## config.mk

```make
export PLATFORM = sky130hd
export DESIGN_NAME = sat_counter
export DESIGN_NICKNAME = d
export VERILOG_FILES = /design/src/rtl/counter_pkg.sv /design/src/rtl/sat_counter.sv
export SDC_FILE = /design/constraint.sdc
export NUM_CORES = 1
export LEC_CHECK = 0
export ABC_AREA = 0
export CORE_AREA = 2 2 39 41
export CTS_CLUSTER_DIAMETER = 200
export DETAILED_ROUTE_END_ITERATION = 8
export DIE_AREA = 0 0 41 43
export SETUP_SLACK_MARGIN = 0.05
export SLEW_MARGIN = 20
export SYNTH_ARGS = -nofsm -noshare
export SYNTH_HDL_FRONTEND = slang
export SYNTH_SLANG_ARGS = --single-unit
```

## constraint.sdc

```tcl
create_clock -name Clk -period 3.15 [get_ports Clk]
set_input_delay 0.315 -clock Clk [delete_from_list [all_inputs] [get_ports Clk]]
set_output_delay 0.315 -clock Clk [all_outputs]
set_load 0.005 [all_outputs]
```

## src/rtl/counter_pkg.sv

```systemverilog
// rtl/counter_pkg.sv - shared types and default widths for the counter checker
//
// Purpose: checker FSM state encoding and default parameter values used by
//          counter_checker and its saturating counters.
// Ports:   none (package).

package counter_pkg;

    localparam int DEF_W        = 4;  // observed counter width
    localparam int DEF_CW       = 8;  // error / wrap counter width
    localparam int DEF_LOCK_RUN = 2;  // matches needed to leave RESYNC

    typedef enum logic [1:0] {
        ST_UNLOCKED = 2'd0,
        ST_LOCKED   = 2'd1,
        ST_RESYNC   = 2'd2
    } state_t;

endpackage

```

## src/rtl/sat_counter.sv

```systemverilog
// rtl/sat_counter.sv - saturating up-counter with synchronous clear
//
// Purpose: counts Inc pulses, holds at all-ones instead of rolling over.
// Ports:
//   Clk    input   1   system clock, rising edge
//   Rst_n  input   1   asynchronous active-low reset
//   Clr    input   1   synchronous clear (wins over Inc)
//   Inc    input   1   increment request
//   Count  output  CW  current count

module sat_counter
    import counter_pkg::*;
#(
    parameter int CW = DEF_CW
) (
    input  logic          Clk,
    input  logic          Rst_n,
    input  logic          Clr,
    input  logic          Inc,
    output logic [CW-1:0] Count
);

    logic [CW-1:0] count_q;

    always_ff @(posedge Clk or negedge Rst_n) begin
        if (!Rst_n) begin
            count_q <= '0;
        end else if (Clr) begin
            count_q <= '0;
        end else if (Inc && (count_q != {CW{1'b1}})) begin
            count_q <= count_q + 1'b1;
        end
    end

    assign Count = count_q;

endmodule

```

## Yosys cells after proc, flatten, opt, wreduce, memory -nomap -nowiden

Cells that the tools add are included.

| storage, ports and cells | value |
|---|---|
| flip-flop bits (word level) | 8 |
| input bits | 4 |
| output and inout port bits | 8 |
| logic and storage cells | 7 |

| cells by class | value |
|---|---|
| add/subtract/negate cells | 1 |
| equal/unequal tests | 1 |
| mux-type cells | 2 |
| reduce and logical (&&, ||, !) cells | 2 |

Operators with widths:

| operator | count |
|---|---|
| two-way mux 8 bit | 2 |
| adder 8 x 1 -> 8 bit, second input constant | 1 |
| inequality test 8 bit, second input constant | 1 |
| nonzero test 2 bit | 1 |
| logical AND 1 bit | 1 |

## Logic depth before layout (Yosys ltp)

Gate-level depths: netlist of the first run.

| depth | value |
|---|---|
| depth in word-level cells | 4 |
| mapped depth | 4 |
| mapped depth without buffers | 4 |

## Worst setup path before layout of the first run

OpenSTA, ideal clock, no wires.

| path | value |
|---|---|
| path kind | flip-flop to flip-flop |
| from | register count_q[0], in the netlist Count[0] |
| to | register count_q[0], in the netlist Count[0] |
| setup time | 0.125 ns |
| arrival time | 1.480 ns |
| required time | 3.025 ns |
| setup slack | 1.546 ns |
| stages on the path, launching flop included | 5 |
| path buffers | 0 |
| clock period less this slack | 1.604 ns |
| path through | dfrtp_1 -> ha_1 -> and4_2 -> a21boi_1 -> mux2_2 |

| between the ends | value |
|---|---|
| longest elaborated chain between the ends | 3 |
| elaborated cells between the ends (all ways) | 6 |
| classes of those cells | add/sub: 1; eq/ne: 1; mux: 2; reduce/logical: 2 |

Ends and longest elaborated chain:

| item | RTL line | RTL |
|---|---|---|
| from (decl) | sat_counter.sv:23 | `logic [CW-1:0] count_q;` |
| from (signal assigned) | sat_counter.sv:31 | `count_q <= count_q + 1'b1;` |
| adder 8 x 1 -> 8 bit / inequality test 8 bit (equally long branches) | sat_counter.sv:31, sat_counter.sv:30 |  |
| two-way mux 8 bit / logical AND 1 bit (equally long branches) | sat_counter.sv:30 | `end else if (Inc && (count_q != {CW{1'b1}})) begin` |
| two-way mux 8 bit / nonzero test 2 bit (equally long branches) | - |  |

Several ways; a longest one is shown, not always the timed one. The select of a mux whose other input is x is not followed.
A chain may end at the register's enable or synchronous reset.

## Worst setup path after layout of the first run

Ends and elaborated chain as after synthesis.

==> results of run 1 <==
-- through the flow --
stage / util / hold WS, ns
after floorplan: - / 0.0194
after global placement: 0.423 / 0.571
after detailed placement: 0.423 / 0.589
after CTS: 0.439 / 0.347
after global routing: 0.439 / 0.357
final: 0.439 / 0.340
-- cell type report --
type,instances,area [sq um]
flip-flops and latches,8,200
well taps,16,20.0
repair buffers,11,110
inverters,2,7.51
multi-input cells,37,248
clock buffers,3,22.5
fillers,144,776
-- layout by cell type (no fill, tap or decap) --
cell,instances
a2111oi_0,1
nor2b_1,3
and4_2,1
a31oi_1,1
mux2_2,2
nand2b_1,3
clkbuf_4,3
and4_1,1
clkdlybuf4s50_1,11
nand3_1,2
o21ai_0,1
dfrtp_1,8
a21oi_1,3
mux2i_1,1
nor3_1,4
nor4_1,1
a41oi_1,1
a21boi_1,1
and3_1,1
nand2_1,2
ha_1,1
inv_1,2
nor2_1,2
nand3_2,1
nand4_1,1
a211oi_1,1
nor3b_1,1
or3_1,1
-- logic make-up (layout without fill, tap and decap cells) --
logic type,after synthesis,count (layout),synth area share
adder cells (fa/ha/maj),1,1,0.0269
AO/OA/AOI/OAI,9,9,0.127
AND/OR/NAND/NOR,24,24,0.310
buffers and inverters,4,16,0.0350
multiplexers,3,3,0.0701
flip-flops,8,8,0.431
-- where the power goes --
| part | internal [uW] | switching (uW) |
|---|---|---|
| clock | 43.6 | 35.0 |
| combinational | 12.3 | 10.2 |
| sequential | 105 | 3.72 |
-- worst register-to-register path, cell delays in order (launching register included) --
cell,delay [ns]
dfrtp_1,0.43
ha_1,0.30
and4_2,0.30
a21boi_1,0.25
mux2_2,0.37
-- metal layers --
layer	vias up	part of all wire	global-route usage	wire length, um
li1	205	-	-	-
met4	0	0.011	0.0800	12
met5	-	0	0	0
met2	21	0.47	0.197	505
met3	2	0.087	0.0785	94
met1	206	0.43	0.155	462
-- worst paths after layout --
check	depth (start not counted)	from	slack [ns]	end
hold reg to reg	2	Count[7]$_DFFE_PN0P_	0.59	Count[7]$_DFFE_PN0P_
min in group Clk	2	Count[7]$_DFFE_PN0P_	0.59	Count[7]$_DFFE_PN0P_
setup reg to reg	4	Count[0]$_DFFE_PN0P_	1.39	Count[0]$_DFFE_PN0P_
setup / recovery	4	Count[0]$_DFFE_PN0P_	1.39	Count[0]$_DFFE_PN0P_
hold / removal	1	Rst_n	0.34	Count[2]$_DFFE_PN0P_
max in group asynchronous	1	Rst_n	2.53	Count[3]$_DFFE_PN0P_
==> impl_metrics.py, run 1 <==
metrics = {
    "run_status": {
        "status": "finished, final reports clean",
    },
    "critical_path": {
        "crit_path_max_incr_delay_ns": 0.43,
        "path_class": "register to register",
        "cp.required_ns": 3.29,
        "worst_path_max_delay_cell": "dfrtp_1",
        "crit_family": "flip-flops",
        "crit_chain": "ha_1 -> and4_2 -> a21boi_1 -> mux2_2",
        "start_kind": "register",
        "cp-end-kind": "register",
        "path_buf_inv": 0,
        "worstPathMaxFanout": 7,
        "arrival_ns": 1.89,
    },
    "placed_design": {
        "gp_congestion": 0.738,
        "pre_cts_slack_ns": 1.37,
        "port_buffers": 11,
        "dp_hpwl_um": 697,
        "dp_cells": 74,
        "place_area_sq_um": 586,
    },
    "clock_tree": {
        "clk_pin_slew_worst_paths_ns": 0.06,
        "cts-resized-gates": 0,
        "post-cts-setup-buffers": 0,
        "cts_max_path_buffers": 2,
        "clockRootBuffer": "clkbuf_4",
        "cts_tree": "done",
        "htreeDepth": 1,
        "cts_sinks": 8,
        "clock_latency_ns": 0.26,
        "cts_hold_buffers": 0,
        "cts_made_buffers": 3,
    },
    "final_layout": {
        "largest_reg_flops": 8,
        "fin_nets": 68,
        "drive_gt1_frac": 0.115,
        "final_area_sq_um": 608,
        "stdcell_count": 77,
        "synthToLayoutAreaGrowth_pct": 31.0,
        "n_antenna_cell": 0,
    },
    "timing": {
        "skew_ns": 0.00637,
        "setup_slack_ns": 1.39,
        "period_needed_ns": 1.76,
        "slew_violations": 0,
        "maxSlewHeadroom": 0.751,
        "setup_viol": 0,
        "tightest_slew_ns": 0.364,
        "fin_crit_sh": 0.557,
        "tns_ns": 0,
        "hold_violations": 0,
        "rsz0062_at_grt": "false",
        "fmax_mhz": 570,
    },
    "detailed_routing": {
        "final_antenna_net_count": 0,
        "vias": 434,
        "drcViolationCount": 0,
        "drt_iter0_drc": 10,
        "drtPass1Iterations": 5,
        "avgRoutedWirePerCell_um": 14.0,
        "postRouteWirelength_mm": 1.08,
        "via_per_inst": 5.64,
    },
    "global_route": {
        "grt-ovfl-total": 0,
        "antenna_found_initial": 0,
        "grt_max_degree": 12,
        "first_global_vias": 359,
        "grt_use_total": 0.139,
        "grt_pass1_wl_mm": 1.60,
    },
    "flow_run": {
        "maxCapViolCount": 0,
    },
    "power_and_ir_drop": {
        "irDropWorstVdd_v": 0.000178,
        "power_density_mw_per_mm2": 346,
        "p_total_uw": 210,
        "p_leak_uw": 0.000238,
    },
    "yosys": {
        "yosys_warnings": 0,
        "post_synth_num_cell_types": 28,
        "syn_area_sq_um": 464,
        "synth.most_common_cell": "dfrtp_1",
        "synth_largest_area_cell": "dfrtp_1",
        "syn_nets": 54,
        "synth_top_area_frac": 0.431,
        "netlist_instances": 49,
        "ys_async_sr_fraction": 1.00,
        "synthTopCellsByArea": "dfrtp_1, mux2_2, nor3_1, nand2b_1, nor2b_1",
        "syn_avg_cell_area_sq_um": 9.47,
        "synth-seq-area-share": 0.431,
        "ys_top_cells_by_count": "dfrtp_1, nor3_1, a21oi_1, nand2b_1, nor2b_1",
        "ys.flop_type": "dfrtp_1",
        "synth_edf_count": 0,
        "yosys_register_bits": 8,
    },
    "die": {
        "rows": 14,
        "ioPinCount": 12,
        "fp.dieH_um": 43,
        "start_util": 0.335,
        "core_area_sq_mm": 0.00138,
        "die_area_sq_mm": 0.00176,
        "die_w_um": 41,
    },
    "hold_path": {
        "min_path_type": "input pin to asynchronous set/reset pin",
    },
}
No activity file was read; power rests on OpenSTA's default activity.
==> run 2, diff against run 1 <==
==> constraint.sdc (replaced) <==
create_clock -name Clk -period 1.8 [get_ports Clk]
set_input_delay 0.18 -clock Clk [delete_from_list [all_inputs] [get_ports Clk]]
set_output_delay 0.18 -clock Clk [all_outputs]
set_load 0.005 [all_outputs]
==> impl_metrics.py, run 2 (synthesized netlist as in run 1, its figures left out) <==
metrics = {
    "detailed_routing": {
        "via_per_inst": 5.71,
        "vias": 451,
        "drtPass1Iterations": 4,
        "drcViolationCount": 0,
        "avgRoutedWirePerCell_um": 13.1,
        "final_antenna_net_count": 0,
        "postRouteWirelength_mm": 1.03,
        "drt_iter0_drc": 17,
    },
    "final_layout": {
        "fin_nets": 70,
        "stdcell_count": 79,
        "synthToLayoutAreaGrowth_pct": 34.2,
        "drive_gt1_frac": 0.143,
        "layout_common_cells": "clkdlybuf4s50_1, dfrtp_1, nor3_1",
        "multi_input_area_sq_um": 248,
        "fillerInstances": 140,
        "largest_reg_flops": 8,
        "final_common_cell": "clkdlybuf4s50_1",
        "n_antenna_cell": 0,
        "seq_area_sq_um": 200,
    },
    "power_and_ir_drop": {
        "p_sw_uw": 86.0,
        "power_density_mw_per_mm2": 594,
        "p_seq_frac": 0.514,
        "power_frac_comb": 0.113,
        "irDropWorstVdd_v": 0.000345,
        "pwr-share-clk": 0.373,
        "p_leak_uw": 0.000249,
        "p_sw_frac": 0.232,
        "p_int_uw": 284,
    },
    "critical_path": {
        "arrival_ns": 1.74,
        "crit_path_max_incr_delay_ns": 0.42,
        "path_class": "register to register",
        "crit_family": "flip-flops",
        "cp-end-kind": "register",
        "worst_path_max_delay_cell": "dfrtp_1",
        "crit_chain": "ha_1 -> and4_2 -> a21boi_1 -> mux2_2",
        "cp.required_ns": 1.94,
        "r2r_cells": 4,
        "path_buf_inv": 0,
        "path_depth": 4,
        "start_kind": "register",
        "worstPathMaxFanout": 6,
    },
    "timing": {
        "tightest_slew_ns": 0.372,
        "fmax_mhz": 625,
        "maxSlewHeadroom": 0.746,
        "setup_slack_ns": 0.200,
        "skew_ns": 0.00262,
        "setup_viol": 0,
        "period_needed_ns": 1.60,
        "hold_violations": 0,
        "rsz0062_at_grt": "false",
        "fin_crit_sh": 0.889,
        "tns_ns": 0,
        "slew_violations": 0,
    },
    "clock_tree": {
        "cts_tree": "done",
        "cts-resized-gates": 0,
        "cts_max_path_buffers": 2,
        "cts_sinks": 8,
        "htreeDepth": 1,
        "cts_hold_buffers": 0,
        "cts_made_buffers": 3,
        "clockRootBuffer": "clkbuf_4",
        "clk_pin_slew_worst_paths_ns": 0.06,
        "clock_latency_ns": 0.25,
        "post-cts-setup-buffers": 0,
    },
    "global_route": {
        "grt_use_total": 0.142,
        "met3_usage": 0.0314,
        "grt_max_degree": 12,
        "grtUsageMet2": 0.191,
        "grt_pass1_wl_mm": 1.68,
        "antenna_found_initial": 0,
        "first_global_vias": 381,
        "grt-ovfl-total": 0,
        "busiest_layer": "met1",
        "met1_usage": 0.203,
    },
    "hold_path": {
        "min_path_type": "input pin to asynchronous set/reset pin",
    },
    "run_status": {
        "status": "finished, final reports clean",
    },
    "placed_design": {
        "gp_congestion": 0.833,
        "port_buffers": 11,
        "pre_cts_slack_ns": 0.198,
        "dp_hpwl_um": 760,
        "dp_cells": 76,
    },
    "die": {
        "start_util": 0.335,
        "rows": 14,
        "die_area_sq_mm": 0.00176,
        "ioPinCount": 12,
        "fp.dieH_um": 43,
        "die_w_um": 41,
        "core_area_sq_mm": 0.00138,
    },
    "flow_run": {
        "maxCapViolCount": 0,
    },
}
[run 2: cell types whose count changed in the layout (fill, tap and decap cells not counted), sizes merged]
cell  change
buf       +2
[run 2: metal layers]
layer / wire length, um / vias to the layer above
li1: - / 212
met1: 489 / 217
met2: 462 / 18
met3: 62 / 4
met4: 17 / 0
met5: 0 / -
[run 2: cell type report]
class | count | share of cell area
Sequential cell | 8 | 0.321
Timing Repair Buffer | 13 | 0.201
Multi-Input combinational cell | 37 | 0.398
Clock buffer | 3 | 0.0361
Inverter | 2 | 0.0120
Tap cell | 16 | 0.0321
[run 2: worst paths after layout]
kind | slack, ns | end | start
max reg2reg | 0.20 | Count[0]$_DFFE_PN0P_ | Count[0]$_DFFE_PN0P_
min in group Clk | 0.59 | Count[7]$_DFFE_PN0P_ | Count[7]$_DFFE_PN0P_
min reg2reg | 0.59 | Count[7]$_DFFE_PN0P_ | Count[7]$_DFFE_PN0P_
max | 0.20 | Count[0]$_DFFE_PN0P_ | Count[0]$_DFFE_PN0P_
max in group asynchronous | 1.31 | Count[1]$_DFFE_PN0P_ | Rst_n
min | 0.21 | Count[5]$_DFFE_PN0P_ | Rst_n
[run 2: power groups by stage]
stage | logic [uW] | registers, uW | clock network (uW)
4_1_cts | 43.0 | 190 | 143
5_1_grt | 47.8 | 191 | 154
3_5_place_dp | 42.5 | 193 | 0
3_3_place_gp | 43.2 | 193 | 0
6_report | 42.0 | 190 | 138
2_1_floorplan | 18.3 | 193 | 0
[run 2: through the flow]
step	power [uW]	util	area (sq um)	hold slack, ns
4_1_cts	376	0.450	623	0.229
2_1_floorplan	212	-	464	-0.116
5_1_grt	393	0.450	623	0.257
3_3_place_gp	236	0.434	601	0.502
6_report	370	0.450	623	0.213
3_5_place_dp	236	0.434	601	0.497
==> RTL change: new RTL, config.mk and constraints of run 2 <==
Change the package constant `DEF_CW` from 8 to 9.
--- a/src/rtl/counter_pkg.sv
+++ b/src/rtl/counter_pkg.sv
@@ -8,5 +8,5 @@
 
     localparam int DEF_W        = 4;  // observed counter width
-    localparam int DEF_CW       = 8;  // error / wrap counter width
+    localparam int DEF_CW       = 9;  // error / wrap counter width
     localparam int DEF_LOCK_RUN = 2;  // matches needed to leave RESYNC
 
Ports: changed (resized Count); port bits go from 12 to 13. The function was not compared with the original's and may differ.
==> RTL change against run 2 <==
Routed wire length increased by 3.1%. Largest cell class unchanged. Sequential cell count rose by 1. Worst setup slack worse by 0.16 ns. Total power up 14%. Critical path depth increased by 4. Design area increased by 15%. Final cell count up 8.9%. Combinational power grew 25%. Core utilization rose by 7.0 points. Clock skew rose by 0.0013 ns. Critical endpoint is now Count[5]$_DFFE_PN0P_. Synthesized cell count is 8.2% lower. Synthesized area decreased by 1.6%.
==> RTL change: results (changes against run 2) <==
Status
  – Status: complete, no violations

Yosys
  – Synth Net Count: 51 (-5.6%)
  – Proportion of synthesized chip area in sequential cells: 49.3% (+6.2 points)
  – Count of different cell masters after synthesis: 20 (-29%)
  – Largest cells by area after synthesis: dfrtp_1 49%, a21oi_1 5.5%, ha_1 5.5%
  – Commonest cells post-synth: 9 x dfrtp_1, 5 x a21oi_1, 4 x nor2_1, 4 x o21ai_0, 3 x or3_1
  – Gate Count Post-Synth: 45 (-8.2%)

Global routing
  – Gr usage total: 15.1% (+0.87 points)
  – First-pass GRT wire length: 1760 um (+5.0%)
  – Vias in the first global route: 425 (+12%)

Cells and area
  – Share of cells above drive strength 1: 32.9% (+19 points)
  – Largest register FFs: 9 (+1)
  – Fin nets: 77 (+10%)

Drt
  – Total wire length: 1060 um (+3.1%)
  – WL per Instance: 12.4 um (-5.3%)
  – First-iteration detailed-routing DRC count: 10 (-7)
  – Vias: 446 (-1.1%)

Placed design
  – Placed cells: 79 (+3.9%)
  – Routability cong.: 0.681 (-18%)
  – Area after DPL: 642 sq um (+6.9%)

Critical path
  – Crit path DAT: 1.95 ns (+0.21 ns)
  – CP Max Fanout: 4 (-2)

Power and ir drop
  – Leakage: 0.000298 uW (+20%)

Timing
  – Clk_skew: 0.00388 ns (+0.00126 ns)
  – Final hold slack: 0.217 ns (+0.00358 ns)
  – Worst slew margin: 71.8% (-2.8 points)
[RTL change: cell count changes after synthesis, moves of 2 or more]
cell / change
nand2b_1: -3
nor3_1: -3
xnor2_1: +2
nor2b_1: -2
nor2_1: +2
o21ai_0: +3
mux2_2: -2
or3_1: +2
a21oi_1: +2
[RTL change: final cells by class]
class	count	area, sq um
timing repair buffer	22	195
sequential	9	225
tap	16	20.0
clock buffer	4	26.3
fill	137	664
multi-input combinational	33	245
inverter	2	7.51
[RTL change: final timing paths]
kind	start	endpoint	cells after the start
setup / recovery	Count[1]$_DFFE_PN0P_	Count[5]$_DFFE_PN0P_	8
hold / removal	Rst_n	Count[3]$_DFFE_PN0P_	1
setup reg to reg	Count[1]$_DFFE_PN0P_	Count[5]$_DFFE_PN0P_	8
hold reg to reg	Count[8]$_DFFE_PN0P_	Count[8]$_DFFE_PN0P_	2
max in group asynchronous	Rst_n	Count[1]$_DFFE_PN0P_	1
min in group Clk	Count[8]$_DFFE_PN0P_	Count[8]$_DFFE_PN0P_	2
[RTL change: metrics by stage]
step | setup slack, ns | TNS (ns)
2_1_floorplan | 0.0516 | 0
3_3_place_gp | -0.0245 | -0.0245
3_5_place_dp | -0.0804 | -0.0804
4_1_cts | 0.0257 | 0
5_1_grt | -0.0803 | -0.180
6_report | 0.0379 | 0
[RTL change: metal layers]
layer / GRT usage, % / routed length, um / up-vias
met1: 17.9 / 442 / 210
met2: 22.2 / 531 / 19
met3: 4.71 / 61 / 5
met4: 10.0 / 27 / 0
li1: - / - / 212
met5: 0 / 0 / -
[RTL change: worst max-delay path: stages, from the launching register on]
cell	delay (ns)
dfrtp_1	0.38
ha_2	0.19
nand2_2	0.07
nor3_2	0.04
ha_2	0.18
nand4b_1	0.21
buf_4	0.18
or3_4	0.32
a21oi_2	0.12
[RTL change: cell families (layout without fill, tap and decap cells)]
| logic type | after synthesis | in the layout | synth area share [%] |
|---|---|---|---|
| AND/OR/NAND/NOR | 17 | 17 | 22.2 |
| AO/OA/AOI/OAI | 10 | 10 | 11.5 |
| flip-flops | 9 | 9 | 49.3 |
| buffers and inverters | 3 | 28 | 3.29 |
| adder cells (fa/ha/maj) | 2 | 2 | 5.48 |
| XOR/XNOR | 2 | 2 | 3.84 |
| multiplexers | 2 | 2 | 4.38 |
[RTL change: timing repair]
action / 4_1_cts / 5_1_grt
pin swaps: 5 / 2
resized for setup: 3 / 5
setup buffers: 2 / 1
gates cloned: 0 / 0
endpoints found under the setup margin: 4 / 4
[RTL change: report_power, final]
| part | total [uW] | leakage, uW | switching (uW) | internal [uW] |
|---|---|---|---|---|
| clock | 158 | 0.0000150 | 72.9 | 85.6 |
| sequential | 210 | 0.000124 | 2.70 | 207 |
| combinational | 52.3 | 0.000159 | 23.3 | 29.0 |
| total | 420 | 0.000298 | 98.9 | 321 |
